===== src/rtl/tx_crc16_append_pkg.sv =====
// Shared CRC16 definitions for the USB transmit generator and receive checker.
// Optional build macro TX_CRC16_STALL_EN (see tx_crc16_append.sv).
package crc16_pkg;

   typedef enum logic [1:0] {
      IDLE = 2'd0,
      DATA = 2'd1,
      CRC  = 2'd2,
      DONE = 2'd3
   } crc16_state_e;

   localparam logic [15:0] CRC16_POLY     = 16'h8005;
   localparam logic [15:0] CRC16_INIT     = 16'hFFFF;
   // Remainder left after payload plus complemented CRC run through a fresh LFSR.
   localparam logic [15:0] CRC16_RESIDUAL = 16'h800D;

   // One serial step, MSB-first, x^16 term implied by the shift-out of bit 15.
   function automatic logic [15:0] crc16_step(input logic [15:0] crc,
                                              input logic        din,
                                              input logic [15:0] poly);
      logic fb;
      fb = din ^ crc[15];
      return {crc[14:0], 1'b0} ^ (fb ? poly : 16'h0000);
   endfunction

endpackage


===== src/rtl/tx_crc16_append_if.sv =====
// Handshake/bus bundle between the packet serializer and tx_crc16_append.
// s_en exists only when TX_CRC16_STALL_EN is defined.
interface tx_crc16_append_if;
`ifdef TX_CRC16_STALL_EN
   logic        s_en;
`endif
   logic        crc16_start;
   logic        s_in;
   logic        crc16_ack;
   logic        s_out;
   logic        out_valid;
   logic        crc16_busy;
   logic        crc16_done;
   logic [15:0] crc16_val;

   // Upstream/downstream side that drives the generator.
   modport master (
`ifdef TX_CRC16_STALL_EN
      output s_en,
`endif
      output crc16_start, s_in, crc16_ack,
      input  s_out, out_valid, crc16_busy, crc16_done, crc16_val
   );

   // The generator itself.
   modport slave (
`ifdef TX_CRC16_STALL_EN
      input  s_en,
`endif
      input  crc16_start, s_in, crc16_ack,
      output s_out, out_valid, crc16_busy, crc16_done, crc16_val
   );
endinterface


===== src/rtl/tx_crc16_append_lfsr.sv =====
// crc16_lfsr: 16-bit serial CRC LFSR with synchronous load and enable.
// Used by both the transmit generator and the receive checker so the two
// ends run the identical algorithm.
import crc16_pkg::*;

module crc16_lfsr #(
   parameter logic [15:0] POLY = CRC16_POLY,
   parameter logic [15:0] INIT = CRC16_INIT
) (
   input  logic        clk,
   input  logic        rst_n,
   input  logic        load_i,
   input  logic        en_i,
   input  logic        din_i,
   output logic [15:0] crc_o
);

   logic [15:0] crc_q;
   logic [15:0] crc_d;

   assign crc_d = crc16_step(crc_q, din_i, POLY);
   assign crc_o = crc_q;

   // Seed on load, otherwise shift one bit per enabled cycle.
   always_ff @(posedge clk) begin
      if (!rst_n)      crc_q <= INIT;
      else if (load_i) crc_q <= INIT;
      else if (en_i)   crc_q <= crc_d;
   end

endmodule


===== src/rtl/tx_crc16_append.sv =====
// tx_crc16_append: forwards a DATA_BITS serial payload and appends the
// complemented CRC16, MSB first. Optional macro TX_CRC16_STALL_EN adds a
// bus s_en input that freezes the packet while low.
import crc16_pkg::*;

module tx_crc16_append #(
   parameter int          DATA_BITS = 64,
   parameter logic [15:0] POLY      = CRC16_POLY,
   parameter logic [15:0] INIT      = CRC16_INIT
) (
   input  logic               clk,
   input  logic               rst_n,
   tx_crc16_append_if.slave   bus
);

   localparam logic [7:0] LAST_DATA = 8'(DATA_BITS - 1);

   crc16_state_e state_q;
   logic [7:0]   cnt_q;
   logic [15:0]  val_q;
   logic         busy_q;
   logic         done_q;
   logic [15:0]  lfsr_q;
   logic [15:0]  lfsr_d;
   logic         adv;
   logic         lfsr_load;
   logic         lfsr_en;
   logic         s_out_d;
   logic         valid_d;

`ifdef TX_CRC16_STALL_EN
   assign adv = bus.s_en;
`else
   assign adv = 1'b1;
`endif

   assign lfsr_load = (state_q == IDLE) && bus.crc16_start;
   assign lfsr_en   = (state_q == DATA) && adv;
   // Value the LFSR takes after absorbing the current bit; latched on the last bit.
   assign lfsr_d    = crc16_step(lfsr_q, bus.s_in, POLY);

   crc16_lfsr #(.POLY(POLY), .INIT(INIT)) u_lfsr (
      .clk    (clk),
      .rst_n  (rst_n),
      .load_i (lfsr_load),
      .en_i   (lfsr_en),
      .din_i  (bus.s_in),
      .crc_o  (lfsr_q)
   );

   // Packet sequencer: counter cleared on every state exit, stalls hold everything.
   always_ff @(posedge clk) begin
      if (!rst_n) begin
         state_q <= IDLE;
         cnt_q   <= 8'd0;
         val_q   <= 16'h0000;
         busy_q  <= 1'b0;
         done_q  <= 1'b0;
      end else begin
         case (state_q)
            IDLE: if (bus.crc16_start) begin
               state_q <= DATA;
               cnt_q   <= 8'd0;
               busy_q  <= 1'b1;
            end
            DATA: if (adv) begin
               if (cnt_q == LAST_DATA) begin
                  val_q   <= ~lfsr_d;
                  cnt_q   <= 8'd0;
                  state_q <= CRC;
               end else begin
                  cnt_q <= cnt_q + 8'd1;
               end
            end
            CRC: if (adv) begin
               if (cnt_q == 8'd15) begin
                  cnt_q   <= 8'd0;
                  state_q <= DONE;
                  busy_q  <= 1'b0;
                  done_q  <= 1'b1;
               end else begin
                  cnt_q <= cnt_q + 8'd1;
               end
            end
            DONE: if (bus.crc16_ack) begin
               state_q <= IDLE;
               done_q  <= 1'b0;
            end
            default: begin
               state_q <= IDLE;
               cnt_q   <= 8'd0;
               busy_q  <= 1'b0;
               done_q  <= 1'b0;
            end
         endcase
      end
   end

   // Output mux: payload passes straight through, CRC bits come from the latch.
   always_comb begin
      s_out_d = 1'b0;
      valid_d = 1'b0;
      if (adv) begin
         case (state_q)
            DATA: begin
               s_out_d = bus.s_in;
               valid_d = 1'b1;
            end
            CRC: begin
               s_out_d = val_q[4'd15 - cnt_q[3:0]];
               valid_d = 1'b1;
            end
            default: begin
               s_out_d = 1'b0;
               valid_d = 1'b0;
            end
         endcase
      end
   end

   assign bus.s_out      = s_out_d;
   assign bus.out_valid  = valid_d;
   assign bus.crc16_busy = busy_q;
   assign bus.crc16_done = done_q;
   assign bus.crc16_val  = val_q;

endmodule


===== src/flat_wrapper.sv =====
// flat-port wrapper written by rule: the top's interface ports become plain ports
module tx_crc16_append_flat 
#(
   parameter int          DATA_BITS = 64,
   parameter logic [15:0] POLY      = CRC16_POLY,
   parameter logic [15:0] INIT      = CRC16_INIT
)
  (clk, rst_n, bus_crc16_start, bus_s_in, bus_crc16_ack, bus_s_out, bus_out_valid, bus_crc16_busy, bus_crc16_done, bus_crc16_val);
  tx_crc16_append_if bus_i ();
  input  logic clk;
  input  logic rst_n;
  input wire logic [$bits(bus_i.crc16_start)-1:0] bus_crc16_start;
  input wire logic [$bits(bus_i.s_in)-1:0] bus_s_in;
  input wire logic [$bits(bus_i.crc16_ack)-1:0] bus_crc16_ack;
  output wire logic [$bits(bus_i.s_out)-1:0] bus_s_out;
  output wire logic [$bits(bus_i.out_valid)-1:0] bus_out_valid;
  output wire logic [$bits(bus_i.crc16_busy)-1:0] bus_crc16_busy;
  output wire logic [$bits(bus_i.crc16_done)-1:0] bus_crc16_done;
  output wire logic [$bits(bus_i.crc16_val)-1:0] bus_crc16_val;
  assign bus_i.crc16_start = bus_crc16_start;
  assign bus_i.s_in = bus_s_in;
  assign bus_i.crc16_ack = bus_crc16_ack;
  assign bus_s_out = bus_i.s_out;
  assign bus_out_valid = bus_i.out_valid;
  assign bus_crc16_busy = bus_i.crc16_busy;
  assign bus_crc16_done = bus_i.crc16_done;
  assign bus_crc16_val = bus_i.crc16_val;
  tx_crc16_append #(.DATA_BITS(DATA_BITS), .POLY(POLY), .INIT(INIT)) u_core (.clk(clk), .rst_n(rst_n), .bus(bus_i));
endmodule

===== config.mk =====
export PLATFORM = sky130hd
export DESIGN_NAME = tx_crc16_append_flat
export DESIGN_NICKNAME = d
export VERILOG_FILES = /design/src/rtl/tx_crc16_append_pkg.sv /design/src/rtl/tx_crc16_append_if.sv /design/src/rtl/tx_crc16_append_lfsr.sv /design/src/rtl/tx_crc16_append.sv /design/src/flat_wrapper.sv
export SDC_FILE = /design/constraint.sdc
export NUM_CORES = 1
export LEC_CHECK = 0
export CELL_PAD_IN_SITES_DETAIL_PLACEMENT = 1
export CELL_PAD_IN_SITES_GLOBAL_PLACEMENT = 2
export CORE_UTILIZATION = 34
export DETAILED_ROUTE_END_ITERATION = 7
export MAX_ROUTING_LAYER = met4
export PLACE_DENSITY_LB_ADDON = 0.12
export REMOVE_ABC_BUFFERS = 1
export SLEW_MARGIN = 10
export SYNTH_ARGS = -nofsm -noshare
export SYNTH_HDL_FRONTEND = slang
export SYNTH_SLANG_ARGS = --single-unit

===== constraint.sdc =====
create_clock -name clk -period 1.89 [get_ports clk]
set_input_delay 0.189 -clock clk [delete_from_list [all_inputs] [get_ports clk]]
set_output_delay 0.189 -clock clk [all_outputs]
set_load 0.05 [all_outputs]

==> impl_metrics.py <==
metrics = {
    "synthesis": {
        "synthMuxAreaShare_pct": 13.8,
        "ys_types": 45,
        "yosysSeqAreaShare_pct": 40.2,
        "avgSynthCellArea_um2": 9.09,
        "synth-edff-count": 0,
        "yosys_warnings": 0,
        "synth_compound_area_share_pct": 12.7,
        "synthTopCellsByArea": "dfxtp_1 40%, mux2i_1 9.1%, nand2_1 5.0%, o211ai_1 4.5%, mux4_2 4.1%",
        "synthAdderAreaFrac_pct": 4.00,
        "synth_xor_area_share_pct": 1.60,
        "synth-simple-area-share_pct": 19.8,
        "synth_top_area_cell": "dfxtp_1",
        "synthCells": 241,
        "synth-seq-cells": 44,
        "yosysTopAreaCellShare_pct": 40.2,
        "syn-cell-area_um2": 2190,
        "synth_top_family_by_area": "simple AND/OR/NAND/NOR gates",
        "ys_top_cells_by_count": "44 x dfxtp_1, 29 x nand2_1, 22 x nor2_1",
        "synth_flop_cell": "dfxtp_1",
        "synth_most_common_cell": "dfxtp_1",
        "postSynth.asyncResetShare_pct": 0,
    },
    "sta": {
        "max_freq_ghz": 0.488,
        "tightest_slew_ns": 0.528,
        "slew_viol_final": 0,
        "fin_crit_ns": 2.05,
        "setup_slack_ns": -0.159,
        "fin_tns_setup_ns": -0.159,
        "setup_viol": 1,
        "rsz0062_at_grt": "yes",
        "hold_viol": 0,
        "relSlewSlack_pct": 64.7,
        "min_period_over_period_pct": 108,
        "skew_ns": 0.00780,
        "hold_ws_ns": 0.479,
    },
    "routing": {
        "route.detailed.drc": 0,
        "via_per_inst": 5.21,
        "num_vias": 1840,
        "first_pass_iters": 4,
        "wl_per_cell_um": 16.7,
        "drtAntennaViolNets": 0,
        "drt_iter0_markers": 50,
        "routed_wl_um": 5890,
    },
    "critical_path": {
        "crit_required_ns": 1.70,
        "crit_arrival_ns": 1.86,
        "crit_chain": "mux4_2 -> mux2_4 -> nand4_1 -> o311ai_4 -> buf_12",
        "reg2reg_depth": 7,
        "cpMaxStageDelayCell": "mux4_2",
        "r2r_slack_ns": 0.13,
        "criticalPathCategory": "reg2out",
        "cp_max_fo": 4,
        "r2r-end": "u_core.cnt_q[0]",
        "slowest_delay_ns": 0.49,
        "critPathCaptureType": "primary output",
        "timing.rr.start": "u_core.state_q[0]",
        "crit_path_start_kind": "flop",
    },
    "clock_network": {
        "postCtsHoldBufs": 0,
        "h-tree-depth": 2,
        "cts_buffer_depth": 2,
        "clk_pin_slew_ns": 0.09,
        "cts_buffers": 5,
        "clock_latency_ns": 0.30,
        "cts_tree": "done",
        "cts-root-buf": "clkbuf_8",
        "numClockSinks": 44,
    },
    "die": {
        "die-area_um2": 6770,
        "dieWidth_um": 82.3,
        "start_util_pct": 36.1,
        "coreArea_um2": 6060,
        "fp-row-count": 28,
        "die_height_um": 82.3,
        "io-pin-count": 25,
    },
    "min_path": {
        "holdPathEnd": "u_core.u_lfsr.crc_o[9]",
        "worstHoldStart": "u_core.u_lfsr.crc_o[8]",
        "min_path_type": "reg2reg",
        "hold_depth": 2,
    },
    "pwr": {
        "leakage_nw": 1.23,
        "peakVddDrop_v": 0.000482,
        "powerDensity_nw_per_um2": 1130,
    },
    "cells_and_area": {
        "area_growth_pct": 27.9,
        "nNetsFinal": 289,
        "n_antenna_cell": 0,
        "fillers": 696,
        "seqCellArea_um2": 886,
        "final_util_pct": 46.2,
        "multiInputGateArea_um2": 1180,
        "drive_gt1_share_pct": 19.1,
    },
    "place": {
        "portBuffers": 24,
        "hpwlAfterDp_um": 4070,
        "place_congestion": 0.737,
    },
    "global_route": {
        "grt_pass1_vias": 1794,
        "antenna_found_initial": 0,
        "grt_util_all_layers_pct": 19.5,
        "grt_pass1_wl_um": 9380,
        "grt_start_max_net_pins": 27,
        "grt-ovfl-total": 0,
    },
    "run_status": {
        "status": "finished, violations left",
        "violations": "negative setup slack",
    },
    "run": {
        "cap_violations": 0,
    },
}
## critical path: cells and delay by family (launching register included)
family | cells | cell delay [ns]
mux | 2 | 0.77
flops | 1 | 0.38
buf+inv | 1 | 0.18
compound gates | 1 | 0.12
simple gates | 1 | 0.11
## sequential cells by signal, indices dropped and copies added, names as in the netlist
register	cells
u_core.bus.crc16_done	1
u_core.bus.crc16_val	16
u_core.cnt_q	8
u_core.state_q	2
u_core.bus.crc16_busy	1
u_core.u_lfsr.crc_o	16
## placed cells by master (no fill, tap or decap), drive strengths merged, types with 2 or more instances in the layout
cell type      instances
nor4b                  2
clkbuf                 7
nand4b                 2
nor2                  22
nand4                  8
and3                   2
nand3b                 2
or2                    2
mux4                   4
and2                   2
o21a                   2
xor2                   3
clkdlybuf4s50         22
mux2i                 20
o21ai                  5
a21oi                  9
dfxtp                 44
clkinv                 2
o211ai                14
ha                     7
nor3                   4
buf                   23
a31oi                  5
inv                   17
nor2b                  2
nand3                  5
nand2                 29
## cell type report
class,instances,area share [%]
repair buffers,46,16.3
clock inverters,2,1.38
clock buffers,6,2.95
well taps,75,3.35
inverters,18,2.41
flip-flops and latches,44,31.6
multi-input cells,162,42.0
## report_power, final
part / internal [W] / switching [W]
Clock: 0.000433 / 0.000338
Combinational: 0.000522 / 0.000743
Sequential: 0.00104 / 0.0000726
## how the worst max path moves through the flow
stage	from	to	slack, ns	depth (start not counted)
after CTS	u_core.cnt_q[0]	bus_s_out	-0.18	5
after global placement	u_core.cnt_q[0]	bus_s_out	-0.07	5
after global routing	u_core.cnt_q[0]	bus_s_out	-0.25	5
after detailed placement	u_core.cnt_q[0]	bus_s_out	-0.06	5
after floorplan	u_core.state_q[0]	bus_s_out	-1.35	4
final	u_core.cnt_q[0]	bus_s_out	-0.16	5
## layer usage
layer	vias up	track usage (%)	share of wire, %
met5	-	-	0
met4	0	6.67	1.9
met3	10	3.74	2.6
met2	26	30.0	45
met1	890	25.4	50
li1	914	-	-
## per-stage QoR
step	power, W	std cells	setup slack [ns]	cell area, µm²
2_1_floorplan	0.00186	224	-1.35	2090
3_3_place_gp	0.00238	344	-0.0703	2610
3_5_place_dp	0.00239	344	-0.0612	2610
4_1_cts	0.00319	352	-0.176	2760
5_1_grt	0.00337	353	-0.247	2800
6_report	0.00315	353	-0.159	2800
## logic make-up (layout without fill, tap and decap cells)
kind of cell	after synthesis	count (layout)
xor+xnor	4	4
fa+ha+maj	7	7
flops	44	44
compound gates	41	41
buf+inv	35	72
mux	25	25
simple gates	85	85
## timing repair
action	CTS	global route
setup buffers	0	0
cloned	0	1
resized for setup	7	5
pin swaps	2	0
endpoints found under the setup margin	1	11
Power figures use the tool's default switching activity.
